`config.mk`:
```
export PLATFORM = sky130hd
export DESIGN_NAME = sort_result_serializer_flat
export DESIGN_NICKNAME = d
export VERILOG_FILES = /design/src/rtl/sort_result_serializer_if.sv /design/src/rtl/sort_result_serializer.sv /design/src/flat_wrapper.sv
export SDC_FILE = /design/constraint.sdc
export NUM_CORES = 1
export LEC_CHECK = 0
export CAP_MARGIN = 0
export CORE_ASPECT_RATIO = 1.75
export CORE_MARGIN = 2
export CORE_UTILIZATION = 40
export DETAILED_ROUTE_END_ITERATION = 6
export GPL_TIMING_DRIVEN = 0
export SYNTH_ARGS = -nofsm -noshare
export SYNTH_HDL_FRONTEND = slang
export SYNTH_SLANG_ARGS = --single-unit
```
`constraint.sdc`:
```
create_clock -name clk -period 3.7 [get_ports clk]
set_input_delay 1.11 -clock clk [delete_from_list [all_inputs] [get_ports clk]]
set_output_delay 1.11 -clock clk [all_outputs]
set_load 0.03 [all_outputs]
```
`src/rtl/sort_result_serializer_if.sv`:
```
// Handshake bundle between the sort unit, the serializer and the byte consumer.
// The slave modport is the serializer's view; master is the surrounding logic.
interface sort_result_serializer_if;
    logic [31:0] in_;
    logic        in_val;
    logic [7:0]  out;
    logic        out_val;
    logic        out_rdy;
    logic        overflow;
    logic        order_err;

    modport master (
        output in_, in_val, out_rdy,
        input  out, out_val, overflow, order_err
    );

    modport slave (
        input  in_, in_val, out_rdy,
        output out, out_val, overflow, order_err
    );
endinterface

```
`src/rtl/sort_result_serializer.sv`:
```
// Buffers sorted 4x8-bit words in a DEPTH-entry FIFO and streams them out bytewise, smallest first.
// Optional macro SORT_SERIALIZER_ORDER_CHECK_EN adds a sticky non-decreasing-order check on accepted words.
module sort_result_serializer #(
    parameter int DEPTH = 2
) (
    input logic                     clk,
    input logic                     reset,
    sort_result_serializer_if.slave bus
);
    localparam int AW = $clog2(DEPTH);
    localparam logic [AW:0]   FULL_CNT = (AW+1)'(DEPTH);
    localparam logic [AW:0]   ONE_CNT  = (AW+1)'(1);
    localparam logic [AW-1:0] ONE_PTR  = AW'(1);

    logic [31:0]   r_mem [DEPTH];
    logic [AW-1:0] r_wr_ptr;
    logic [AW-1:0] r_rd_ptr;
    logic [AW:0]   r_count;
    logic [1:0]    r_idx;
    logic          r_overflow;

    logic          w_full;
    logic          w_out_val;
    logic          w_xfer;
    logic          w_pop;
    logic          w_push;
    logic          w_drop;
    logic [31:0]   w_head;
    logic [7:0]    w_byte;

    assign w_full    = (r_count == FULL_CNT);
    assign w_out_val = (r_count != '0);
    assign w_xfer    = w_out_val & bus.out_rdy;
    assign w_pop     = w_xfer & (r_idx == 2'd3);
    // A full FIFO still takes a word when the head's last byte leaves on the same edge.
    assign w_push    = bus.in_val & (~w_full | w_pop);
    assign w_drop    = bus.in_val & w_full & ~w_pop;
    assign w_head    = r_mem[r_rd_ptr];

    always_comb begin
        w_byte = 8'h00;
        if (w_out_val) begin
            case (r_idx)
                2'd0:    w_byte = w_head[31:24];
                2'd1:    w_byte = w_head[23:16];
                2'd2:    w_byte = w_head[15:8];
                default: w_byte = w_head[7:0];
            endcase
        end
    end

    assign bus.out      = w_byte;
    assign bus.out_val  = w_out_val;
    assign bus.overflow = r_overflow;

    // Storage is deliberately left out of reset; count gates everything read from it.
    always_ff @(posedge clk) begin
        if (w_push) begin
            r_mem[r_wr_ptr] <= bus.in_;
        end
    end

    always_ff @(posedge clk or negedge reset) begin
        if (!reset) begin
            r_wr_ptr   <= '0;
            r_rd_ptr   <= '0;
            r_count    <= '0;
            r_idx      <= 2'd0;
            r_overflow <= 1'b0;
        end else begin
            if (w_push) begin
                r_wr_ptr <= r_wr_ptr + ONE_PTR;
            end
            if (w_xfer) begin
                r_idx <= r_idx + 2'd1;
            end
            if (w_pop) begin
                r_rd_ptr <= r_rd_ptr + ONE_PTR;
            end
            case ({w_push, w_pop})
                2'b10:   r_count <= r_count + ONE_CNT;
                2'b01:   r_count <= r_count - ONE_CNT;
                default: r_count <= r_count;
            endcase
            if (w_drop) begin
                r_overflow <= 1'b1;
            end
        end
    end

`ifdef SORT_SERIALIZER_ORDER_CHECK_EN
    logic w_order_bad;
    logic r_order_err;

    assign w_order_bad = ~((bus.in_[31:24] <= bus.in_[23:16]) &&
                           (bus.in_[23:16] <= bus.in_[15:8])  &&
                           (bus.in_[15:8]  <= bus.in_[7:0]));

    always_ff @(posedge clk or negedge reset) begin
        if (!reset) begin
            r_order_err <= 1'b0;
        end else if (w_push && w_order_bad) begin
            r_order_err <= 1'b1;
        end
    end

    assign bus.order_err = r_order_err;
`else
    assign bus.order_err = 1'b0;
`endif

endmodule

```
`src/flat_wrapper.sv`:
```
// flat-port wrapper written by rule: the top's interface ports become plain ports
module sort_result_serializer_flat 
#(
    parameter int DEPTH = 2
)
  (clk, reset, bus_in_, bus_in_val, bus_out_rdy, bus_out, bus_out_val, bus_overflow, bus_order_err);
  sort_result_serializer_if bus_i ();
  input logic clk;
  input logic reset;
  input wire logic [$bits(bus_i.in_)-1:0] bus_in_;
  input wire logic [$bits(bus_i.in_val)-1:0] bus_in_val;
  input wire logic [$bits(bus_i.out_rdy)-1:0] bus_out_rdy;
  output wire logic [$bits(bus_i.out)-1:0] bus_out;
  output wire logic [$bits(bus_i.out_val)-1:0] bus_out_val;
  output wire logic [$bits(bus_i.overflow)-1:0] bus_overflow;
  output wire logic [$bits(bus_i.order_err)-1:0] bus_order_err;
  assign bus_i.in_ = bus_in_;
  assign bus_i.in_val = bus_in_val;
  assign bus_i.out_rdy = bus_out_rdy;
  assign bus_out = bus_i.out;
  assign bus_out_val = bus_i.out_val;
  assign bus_overflow = bus_i.overflow;
  assign bus_order_err = bus_i.order_err;
  sort_result_serializer #(.DEPTH(DEPTH)) u_core (.clk(clk), .reset(reset), .bus(bus_i));
endmodule
```
==> results of run 1 <==
## worst register-to-register path: cells and delay by family (launching register included)
family | cells | cell delay, ns
AO/OA/AOI/OAI | 1 | 0.16
flip-flops | 1 | 0.43
adder cells (fa/ha/maj) | 1 | 0.19
AND/OR/NAND/NOR | 2 | 1.00
## cell type report
class / count / share of cell area, %
Sequential cell: 71 / 56.5
Timing Repair Buffer: 44 / 11.9
Buffer: 12 / 3.04
Tap cell: 86 / 2.90
Clock buffer: 10 / 6.17
Multi-Input combinational cell: 95 / 18.4
Clock inverter: 5 / 0.708
Inverter: 4 / 0.405
## stage by stage
step                      setup WS, ns  cell area [um^2]  utilization, %
after global placement          -0.824              3440            48.2
after detailed placement         0.450              3450            48.4
after floorplan                  0.510              2890               -
after CTS                        0.103              3710            52.0
final                            0.135              3710            52.0
after global routing           0.00436              3710            52.0
## flip-flops by register name, summed over array words and instances, names as in the netlist
signal,flops
u_core.r_idx,2
u_core.r_rd_ptr,1
u_core.r_mem,64
u_core.r_wr_ptr,1
u_core.bus.overflow,1
u_core.r_count,2
## worst min-delay path by stage
stage	start	end	slack (ns)
floorplan	u_core.r_wr_ptr$_DFFE_PN0P_	u_core.r_wr_ptr$_DFFE_PN0P_	0.47
global placement	u_core.bus.overflow$_DFFE_PN0P_	u_core.bus.overflow$_DFFE_PN0P_	0.47
detailed placement	u_core.bus.overflow$_DFFE_PN0P_	u_core.bus.overflow$_DFFE_PN0P_	0.47
CTS	u_core.bus.overflow$_DFFE_PN0P_	u_core.bus.overflow$_DFFE_PN0P_	0.49
global route	u_core.bus.overflow$_DFFE_PN0P_	u_core.bus.overflow$_DFFE_PN0P_	0.54
finish	u_core.bus.overflow$_DFFE_PN0P_	u_core.bus.overflow$_DFFE_PN0P_	0.49
## power groups by stage
stage,Sequential [mW],Combinational (mW),Clock [mW]
CTS,1.18,1.34,0.742
detailed placement,1.20,1.34,0
global route,1.20,1.44,0.773
floorplan,1.18,0.872,0
global placement,1.20,1.31,0
finish,1.18,1.32,0.727
## cell usage in the layout (no fill, tap or decap), types with 2 or more instances in the layout
cell / netlist / routed
nand3_1: 8 / 8
buf_6: 6 / 6
and3_1: 8 / 8
a32oi_1: 8 / 8
buf_2: 2 / 2
clkinv_2: 0 / 2
mux2i_1: 8 / 8
clkbuf_16: 0 / 9
inv_1: 4 / 4
a22oi_2: 3 / 3
nand2_1: 21 / 21
edfxtp_1: 64 / 64
nor2_4: 1 / 3
clkdlybuf4s50_1: 0 / 44
buf_4: 2 / 2
dfrtp_1: 7 / 7
clkinv_1: 0 / 2
xnor2_1: 3 / 3
a22oi_1: 13 / 13
ha_1: 5 / 5
## cells by family after synthesis
family / after synthesis
DFF: 71
adders and majority gates: 5
and+or+nand+nor: 46
other: 1
buffers and inverters: 16
AOI/OAI and AO/OA: 31
xor gates and xnor gates: 3
muxes: 9
## per-layer routing
metal  vias up  routed length [um]  GRT usage (%)
li1        807                   -              -
met3        10                 279           5.01
met2        44                3160           27.6
met4         0                 123           6.67
met5         -                   0              0
met1       844                2270           19.3
==> reports/qor.yml, run 1 <==
cp_max_fo: 10
synth_area_leaders: "edfxtp_1, dfrtp_1, a22oi_1"
muxShareOfSynthArea_pct: 3.16
regToRegEndpoint: "u_core.r_mem[0][31]$_DFFE_PP_"
ant_nets: 0
drtPass1Iterations: 4
critPathMaxStageDelay_ns: 0.66
max_slew.worst_pin.slew_ns: 0.973
crit_type: "register to output pin"
synth_seq_cells: 71
crit_arrival_ns: 2.46
area_delta_synth_final_pct: 28.3
p_total_mw: 3.23
clock_power_share_pct: 22.5
die_area_um2: 7950
grt_start_max_net_pins: 33
cts_hold_buf: 0
synth_top_area_share_pct: 66.5
yosys_warnings: 0
antenna_found_initial: 0
post_cts_buffers: 0
critPathLaunch: "u_core.r_idx[0]$_DFFE_PN0P_"
io_pins: 47
synth_compound_area_share_pct: 8.78
ys_types: 33
path_clk_slew_ns: 0.05
diodes: 0
ys_seq_area_share_pct: 72.5
fin_setup_tns_ns: 0
swShare_pct: 35.2
fillers: 615
nNetsFinal: 278
final_layout_size_suffix_gt1_share_pct: 13.7
synth_most_common_cell: "edfxtp_1"
finalCriticalPeriod_ns: 3.57
cts.sinks: 71
cts_root_buf: "clkbuf_16"
core_um2: 7130
ys.flop_type: "edfxtp_1"
report.final.slew_viol_count: 0
p_switching_mw: 1.14
crit_path_end: "bus_out[7]"
grt_pass1_vias: 1757
worstSetupEndpointType: "output pin"
viasPerCell: 5.21
avgSynthCellArea_um2: 15.9
status: "completed"
r2r_slack_ns: 1.54
finalCritPeriodShare_pct: 96.4
timing.fmax_mhz: 280
synthesis.nets: 223
dpl.hpwl_um: 3790
cp.required_ns: 2.59
multi_input_comb_area_um2: 682
critical_path_cell_count: 8
portBuffers: 44
cp-start-kind: "register"
rows: 41
initial_core_util_pct: 40.6
hold_path_depth: 1
cp_top_family: "buffers and inverters"
synth-simple-area-share_pct: 7.92
clk_path_buf_depth: 2
yosys.area_share.adder_pct: 2.16
insertion_delay_ns: 0.32
synth-xor-area-share_pct: 0.909
synth.largest_area_cell: "edfxtp_1"
wire_per_inst_um: 17.9
p_int_mw: 2.09
grt-ovfl-total: 0
syn-cell-area_um2: 2890
cp_cell_sequence: "inv_1, ha_1, buf_4, buf_6, nand2_1, a32oi_1, and3_1, clkdlybuf4s50_1"
chipWidth_um: 68.3
postSynth.asyncResetShare_pct: 9.86
setup_viol: 0
cts_resized: 0
final-seq-area_um2: 2100
hold_slack_ns: 0.489
grt_pass1_wl_um: 9070
dr_total_vias: 1705
dp_cells: 312
synth_top_family_by_area: "compound AO/OA/AOI/OAI gates"
gp_congestion: 0.745
final-hold-violation-count: 0
p_per_area_nw_per_um2: 870
die_h_um: 116
maxCapViolCount: 0
fin_worst_skew_ns: 0.00462
drt_iter0_drc: 61
peakVddDrop_mv: 0.547
critPathBufInv: 4
r2r_start: "u_core.r_idx[0]$_DFFE_PN0P_"
grtUsageTotal_pct: 16.5
numCtsBuffers: 9
grt_setup_unrepaired: "no"
synth_edf_count: 64
pwr-share-seq_pct: 36.7
post-route-drc-count: 0
tritoncts: "built"
leakagePower_nw: 1.31
final_cells: 327
synthCells: 182
relSlewSlack_pct: 35.0
htree_levels: 3
r2r_cells: 4
synth_top_cells_by_count: "edfxtp_1, nand2_1, a22oi_1"
p_comb_share_pct: 40.8
cp_slowest_cell: "clkdlybuf4s50_1"
hold_path.class: "register to register"
wl_um: 5840
Note: power is estimated with default switching activity, not from simulation.
==> run 2, diff against run 1 <==
--- a/config.mk
+++ b/config.mk
@@ -6,11 +6,14 @@
 export NUM_CORES = 1
 export LEC_CHECK = 0
 export CAP_MARGIN = 0
+export CELL_PAD_IN_SITES_DETAIL_PLACEMENT = 1
+export CELL_PAD_IN_SITES_GLOBAL_PLACEMENT = 1
 export CORE_ASPECT_RATIO = 1.75
 export CORE_MARGIN = 2
 export CORE_UTILIZATION = 40
 export DETAILED_ROUTE_END_ITERATION = 6
 export GPL_TIMING_DRIVEN = 0
+export PLACE_DENSITY_LB_ADDON = 0.15
 export SYNTH_ARGS = -nofsm -noshare
 export SYNTH_HDL_FRONTEND = slang
 export SYNTH_SLANG_ARGS = --single-unit
==> run 2 against run 1 <==
  * Die area stayed put
  * Non-clock buffer count up 2
  * Sequential share of layout area down 0.73 points
  * Sequential power about the same
  * Routed wire length up 9.6%
  * First-iteration DRC count shrank 16%
  * Cell area up 1.3%
  * Hold slack lost 0.012 ns
  * Register-to-register slack improved by 0.16 ns
  * Critical endpoint unchanged
==> reports/qor.yml, run 2 (same netlist as run 1, synthesis figures left out) <==
cts_hold_buf: 0  # unchanged
diodes: 0  # unchanged
hold_path.class: "register to register"
path_clk_slew_ns: 0.05  # about the same
utilization_pct: 52.7  # +0.68 points
final_cells: 329  # +0.61%
fin_ws_ns: 0.170  # +0.0353 ns
cp.required_ns: 2.59  # about the same
dp_cells: 314  # +0.64%
dpl.hpwl_um: 4460  # +18%
io_pins: 47  # unchanged
viasPerCell: 5.31  # +1.8%
crit_arrival_ns: 2.42  # -0.04 ns
cts.sinks: 71  # unchanged
gr-usage-met3_pct: 4.72  # -0.29 points
globalRouteMet1Util_pct: 21.5  # +2.2 points
worstSetupEndpointType: "output pin"
tritoncts: "built"
largest_reg_flops: 64  # unchanged
dr_total_vias: 1746  # +2.4%
drt_iter0_drc: 51  # -16%
final_common_cell: "edfxtp_1"
cp_cell_sequence: "inv_1, ha_1, buf_4, buf_6, nand2_1, a32oi_1, and3_1, clkdlybuf4s50_1"
status: "completed"
peakVddDrop_mv: 0.401  # -27%
multi_input_comb_area_um2: 682  # unchanged
grt_start_max_net_pins: 18  # -45%
met2_usage_pct: 31.1  # +3.4 points
grt-ovfl-total: 0  # unchanged
holdCritStartpoint: "u_core.bus.overflow$_DFFE_PN0P_"
htree_levels: 3  # unchanged
relSlewSlack_pct: 62.3  # +27 points
min_to: "u_core.bus.overflow$_DFFE_PN0P_"
finalCritPeriodShare_pct: 95.4  # -0.96 points
finalCriticalPeriod_ns: 3.53  # -0.0353 ns
initial_core_util_pct: 40.6  # unchanged
chipWidth_um: 68.3  # unchanged
fin_worst_skew_ns: 0.00435  # -0.000268 ns
numCtsBuffers: 9  # unchanged
area_delta_synth_final_pct: 30.0
fin_setup_tns_ns: 0  # unchanged
grt_pass1_wl_um: 9970  # +10%
ant_nets: 0  # unchanged
wire_per_inst_um: 19.4  # +9.0%
grt_setup_unrepaired: "no"
cts_resized: 0  # unchanged
post-route-drc-count: 0  # unchanged
final-seq-area_um2: 2100  # unchanged
setup_viol: 0  # unchanged
fillers: 697  # +13%
final-hold-violation-count: 0  # unchanged
layout_common_cells: "edfxtp_1, clkdlybuf4s50_1, nand2_1"
gp_congestion: 0.694  # -6.8%
wl_um: 6400  # +9.6%
clk_path_buf_depth: 2  # unchanged
insertion_delay_ns: 0.33  # about the same
cp_max_fo: 10  # unchanged
portBuffers: 44  # unchanged
cp-start-kind: "register"
timing.fmax_mhz: 283  # +1.0%
antenna_found_initial: 0  # unchanged
regToRegEndpoint: "u_core.r_mem[0][23]$_DFFE_PP_"
drtPass1Iterations: 4  # unchanged
top_regs: "u_core.r_mem: 64 flops, u_core.r_count: 2 flops, u_core.r_idx: 2 flops"
nNetsFinal: 280  # +0.72%
regMostFlops: "u_core.r_mem"
maxCapViolCount: 0  # unchanged
cts_root_buf: "clkbuf_16"
grt_pass1_vias: 1832  # +4.3%
p_per_area_nw_per_um2: 876  # +0.68%
final_layout_size_suffix_gt1_share_pct: 13.6  # -0.11 points
r2r_cells: 5  # +1
post_cts_buffers: 0  # unchanged
die_h_um: 116  # unchanged
report.final.slew_viol_count: 0  # unchanged
core_um2: 7130  # unchanged
hold_path_depth: 1  # unchanged
max_slew.worst_pin.slew_ns: 0.565  # -0.408 ns
crit_type: "register to output pin"
rows: 41  # unchanged
grtUsageTotal_pct: 18.5  # +2.0 points
r2r_slack_ns: 1.70  # +0.16 ns
busiest_layer: "met2"
dp_slack_ns: 0.473  # +0.0225 ns
r2r_start: "u_core.r_idx[0]$_DFFE_PN0P_"
leakagePower_nw: 1.33  # +1.3%
critPathMaxStageDelay_ns: 0.66  # about the same
cp_slowest_cell: "clkdlybuf4s50_1"
die_area_um2: 7950  # unchanged
run 2: changes by cell type in the layout (fill, tap and decap cells not counted), sizes merged:
cell	before	now
buf	11	13
clkbuf	11	14
clkinv	5	2
run 2: worst max-delay path, delay by kind of cell (launching register included):
kind | cells | cell delay, ns
flip-flops | 1 | 0.43
adder cells (fa/ha/maj) | 1 | 0.14
buffers and inverters | 4 | 1.09
AO/OA/AOI/OAI | 1 | 0.18
AND/OR/NAND/NOR | 2 | 0.25
run 2: worst max-delay path by stage:
stage | startpoint | endpoint | cells past startpoint | slack (ns)
floorplan | bus_out_rdy | u_core.r_mem[1][0]$_DFFE_PP_ | 3 | 0.51
global placement | bus_out_rdy | u_core.r_mem[1][6]$_DFFE_PP_ | 4 | -0.89
detailed placement | u_core.r_idx[0]$_DFFE_PN0P_ | bus_out[1] | 7 | 0.47
CTS | u_core.r_idx[0]$_DFFE_PN0P_ | bus_out[7] | 8 | 0.12
global route | u_core.r_idx[0]$_DFFE_PN0P_ | bus_out[2] | 8 | 0.002
finish | u_core.r_idx[0]$_DFFE_PN0P_ | bus_out[7] | 8 | 0.17
run 2: per-stage QoR:
stage / cell area [um^2] / hold WS, ns / total power, mW
2_1_floorplan: 2890 / 0.467 / 2.05
3_3_place_gp: 3440 / 0.467 / 2.53
3_5_place_dp: 3510 / 0.470 / 2.61
4_1_cts: 3760 / 0.481 / 3.35
5_1_grt: 3760 / 0.502 / 3.48
6_report: 3760 / 0.476 / 3.29
run 2: area by class of cell:
class | count | share of cell area (%)
Buffer | 12 | 3.00
Clock inverter | 2 | 0.233
Inverter | 4 | 0.399
Multi-Input combinational cell | 95 | 18.1
Timing Repair Buffer | 46 | 13.2
Sequential cell | 71 | 55.8
Tap cell | 86 | 2.86
Clock buffer | 13 | 6.39
run 2: per-layer routing:
metal / vias up / routed length, um
met2: 47 / 3590
met4: 0 / 150
met3: 12 / 249
li1: 814 / -
met5: - / 0
met1: 873 / 2410
run 2: power by group:
part	total, mW	internal [mW]	switching (mW)
Sequential	1.18	1.10	0.0809
Clock	0.727	0.446	0.281
Combinational	1.38	0.584	0.798
Total	3.29	2.13	1.16
==> edit 1: new RTL, flow settings as in run 1 <==
Add a define of `SORT_SERIALIZER_ORDER_CHECK_EN`.
--- a/src/rtl/sort_result_serializer.sv
+++ b/src/rtl/sort_result_serializer.sv
@@ -1,5 +1,7 @@
 // Buffers sorted 4x8-bit words in a DEPTH-entry FIFO and streams them out bytewise, smallest first.
 // Optional macro SORT_SERIALIZER_ORDER_CHECK_EN adds a sticky non-decreasing-order check on accepted words.
+`define SORT_SERIALIZER_ORDER_CHECK_EN
+
 module sort_result_serializer #(
     parameter int DEPTH = 2
 ) (
Function: changed (a bounded check fails within 4 cycles, from zero or initial values and one cycle with reset low).
==> edit 1 against run 1 <==
Worst setup slack worse by 0.028 ns; synthesized area grew 18%; global-route usage up 1.3 points; power decreased by 1.4%; count of clock-buffer cells in the layout up 6; register-to-register slack worse by 0.04 ns; design area rose by 15%; sequential cell count up 1; routed wire length is 29% higher; non-clock buffer count decreased by 3; final cell count rose by 28%.
==> edit 1: results <==
[timing]
fin_skew_ns = 0.00516
slew_headroom_pct = 36.1

[clock_tree]
clk_pin_slew_ns = 0.05
cts_buffers = 9

[place]
pre_cts_slack_ns = 0.0173
dpl-instance-area_mm2 = 0.00401
place.gp.congestion = 0.769
post-dp-hpwl_um = 5290
dpl.cell_count = 401
io_buffers = 45

[logic_synthesis]
syn_nets = 306
synth_area_leaders = edfxtp_1 (56%), ha_1 (11%), dfrtp_1 (5.9%)
syn_area_per_cell_um2 = 14.1
ys_warn_count = 0
yosysSeqAreaShare_pct = 62.2
async_flop_share_pct = 11.1
yosys-top-cells-count = edfxtp_1 (64), inv_1 (38), ha_1 (29), a222oi_1 (16)

[worst_setup_path]
critPathArrivalTime_ns = 2.48
critical-path-slowest-cell = mux4_2
cpPeakStageDelay_ns = 0.45
r2r_start = u_core.r_idx[1]
cp_top_family = buffers and inverters

[finish]
fillers = 732
drive_above_1_share_pct = 12.3
finalNetCount = 362
antenna_cells = 0

[global_routing]
grt_pass1_vias = 2143
grt_util_all_layers_pct = 17.8
grt_pass1_wl_um = 11700

[drt]
vias = 2158
dr.pass1.iters = 5
drtIter0Drc = 186
avgViaCountPerCell = 5.18
avgRoutedWirePerCell_um = 18.1

[run_status]
status = completed

[power]
leakagePower_uw = 0.00167
ir_drop_mv = 0.422
internal_power_uw = 2100

[worst_hold_path]
hold_class = flop to flop
hold_start = u_core.bus.order_err
[edit 1: final timing paths]
path	end	slack, ns	depth (start not counted)
max	bus_out[3]	0.11	8
min in group asynchronous	u_core.r_rd_ptr	1.06	1
min reg2reg	u_core.bus.order_err	0.46	1
max reg2reg	u_core.r_mem[0][17]	1.50	5
max in group asynchronous	u_core.r_idx[0]	2.35	1
min	u_core.bus.order_err	0.46	1
[edit 1: kinds of logic after synthesis]
| logic type | after synthesis | synth area share, % |
|---|---|---|
| XOR/XNOR | 3 | 0.771 |
| multiplexers | 10 | 5.91 |
| AND/OR/NAND/NOR | 31 | 4.40 |
| AO/OA/AOI/OAI | 44 | 9.54 |
| buffers and inverters | 52 | 6.50 |
| flip-flops | 72 | 62.2 |
| adder cells (fa/ha/maj) | 29 | 10.6 |
[edit 1: power groups by stage]
stage / Sequential (uW) / Combinational (uW) / Clock, uW
floorplan: 1190 / 809 / 0
global placement: 1210 / 1240 / 0
detailed placement: 1210 / 1260 / 0
CTS: 1190 / 1220 / 825
global route: 1210 / 1280 / 863
finish: 1190 / 1180 / 807
[edit 1: metal layers]
layer	track usage (%)	part of all wire (%)
met1	22.0	38
met2	29.0	57
met3	4.24	3.2
met4	7.70	1.9
met5	0	0
[edit 1: cell type report]
type | instances | area (um2) | share of cell area (%)
timing repair buffer | 45 | 420 | 9.84
inverter | 44 | 168 | 3.93
tap | 115 | 144 | 3.37
buffer | 8 | 53.8 | 1.26
multi-input combinational | 117 | 1080 | 25.3
sequential | 72 | 2120 | 49.7
clock buffer | 16 | 282 | 6.59
[edit 1: per-stage QoR]
step / total power [uW] / hold WS (ns)
finish: 3180 / 0.456
detailed placement: 2470 / 0.454
CTS: 3230 / 0.465
global route: 3360 / 0.471
global placement: 2440 / 0.451
floorplan: 2000 / 0.461
[edit 1: worst reg2reg max path, delay by kind of cell, from the launching register on]
| kind | cells | cell delay, ns |
|---|---|---|
| and+or+nand+nor | 4 | 1.17 |
| DFF | 1 | 0.42 |
| adders and majority gates | 1 | 0.23 |
[edit 1: repair_timing]
| item | in CTS | in global routing |
|---|---|---|
| setup endpoints to repair | 8 | 8 |
| gates cloned | 0 | 0 |
| setup buffers | 0 | 0 |
| resized for setup | 10 | 15 |
==> edit 2: new RTL, flow settings as in run 1 <==
Made on the original files. `DEPTH` is set to 2 in 2 places; all go to 4.
--- a/src/rtl/sort_result_serializer.sv
+++ b/src/rtl/sort_result_serializer.sv
@@ -1,7 +1,7 @@
 // Buffers sorted 4x8-bit words in a DEPTH-entry FIFO and streams them out bytewise, smallest first.
 // Optional macro SORT_SERIALIZER_ORDER_CHECK_EN adds a sticky non-decreasing-order check on accepted words.
 module sort_result_serializer #(
-    parameter int DEPTH = 2
+    parameter int DEPTH = 4
 ) (
     input logic                     clk,
     input logic                     reset,
--- a/src/flat_wrapper.sv
+++ b/src/flat_wrapper.sv
@@ -1,7 +1,7 @@
 // flat-port wrapper written by rule: the top's interface ports become plain ports
 module sort_result_serializer_flat 
 #(
-    parameter int DEPTH = 2
+    parameter int DEPTH = 4
 )
   (clk, reset, bus_in_, bus_in_val, bus_out_rdy, bus_out, bus_out_val, bus_overflow, bus_order_err);
   sort_result_serializer_if bus_i ();
Check against the original RTL: not equivalent (a bounded check fails within 4 cycles, from zero or initial values and one cycle with reset low).
==> edit 2 against run 1 <==
Combinational power rose by 61%; power rose by 85%; largest power group is now registers; sequential cell count rose by 67; worst setup slack got worse by 0.020 ns; hold slack got worse by 0.0016 ns; critical path type unchanged; fmax fell by 0.56%; critical path depth fell by 1; synthesized area rose by 95%; via count rose by 83%; design area rose by 88%; routed wire length rose by 110%.
==> edit 2: results <==
[drt]
met2WireLength_um = 6510
routed_wl_um = 12200
vias = 3112
drtIter0Drc = 121
avgViaCountPerCell = 5.32
wl_met1_um = 4870

[finish]
finalNetCount = 442
multi_input_area_mm2 = 0.00141
fillers = 1195

[global_routing]
grt.met2_usage_pct = 29.9
grt_max_degree = 26
grt_pass1_vias = 3356
grt_pass1_wl_um = 18800
met3_usage_pct = 4.29
grtUsageMet1_pct = 20.6

[run_status]
status = completed

[clock_tree]
cts_max_level = 4
cts_buffers = 17
ctsResizeCount = 17
clk-insertion-delay-late_ns = 0.41

[logic_synthesis]
synth_area_leaders = edfxtp_1 (68%), mux2i_1 (7.3%), dfrtp_1 (4.4%)
synth.distinct_cells = 40
syn_inst = 331
async_flop_share_pct = 7.25
synth_edf_count = 128
syn_nets = 377
yosysSeqAreaShare_pct = 72.7

[timing]
fin_skew_ns = 0.00997
slew_headroom_pct = 63.9

[place]
pre_cts_slack_ns = -0.000644
place.gp.congestion = 0.759
dpl-instance-area_mm2 = 0.00638

[power]
ir_drop_mv = 0.418

[worst_setup_path]
cp_max_fo = 8
-- edit 2: worst max-delay path, delay by kind of cell, from the launching register on --
kind / cells / cell delay (ns)
AO/OA/AOI/OAI: 3 / 0.66
adder cells (fa/ha/maj): 1 / 0.21
buffers and inverters: 2 / 0.46
flip-flops: 1 / 0.42
AND/OR/NAND/NOR: 1 / 0.31
-- edit 2: worst paths after layout --
check,startpoint,slack (ns),endpoint,cells after the start
max,u_core.r_idx[1],0.11,bus_out[1],7
max reg2reg,u_core.r_idx[1],1.19,u_core.r_count[2],9
min in group asynchronous,reset,1.05,u_core.r_count[2],1
min reg2reg,u_core.bus.overflow,0.49,u_core.bus.overflow,1
max in group asynchronous,reset,2.26,u_core.r_idx[0],1
min,u_core.bus.overflow,0.49,u_core.bus.overflow,1
-- edit 2: metrics by stage --
stage / TNS (ns) / hold slack, ns
final: 0 / 0.487
after global routing: 0 / 0.510
after CTS: 0 / 0.495
after detailed placement: -0.000644 / 0.483
after global placement: -64.17 / 0.454
after floorplan: 0 / 0.521
-- edit 2: cell families after synthesis --
logic type,after synthesis,synth area share [%]
muxes,50,10.8
other,1,0.0666
xor gates and xnor gates,6,0.933
adders and majority gates,10,2.35
buffers and inverters,26,2.80
DFF,138,72.7
AOI/OAI and AO/OA,65,6.91
and+or+nand+nor,35,3.44
-- edit 2: cell type report --
cell class,instances,area share [%]
multi-input combinational,167,20.2
timing repair buffer,48,7.28
clock buffer,18,6.16
inverter,9,0.485
sequential,138,58.8
clock inverter,13,2.21
buffer,15,1.67
tap,177,3.18
-- edit 2: power by group --
part	switching, uW	internal (uW)	total (uW)
clock	614	1050	1660
sequential	105	2070	2170
combinational	1310	807	2120
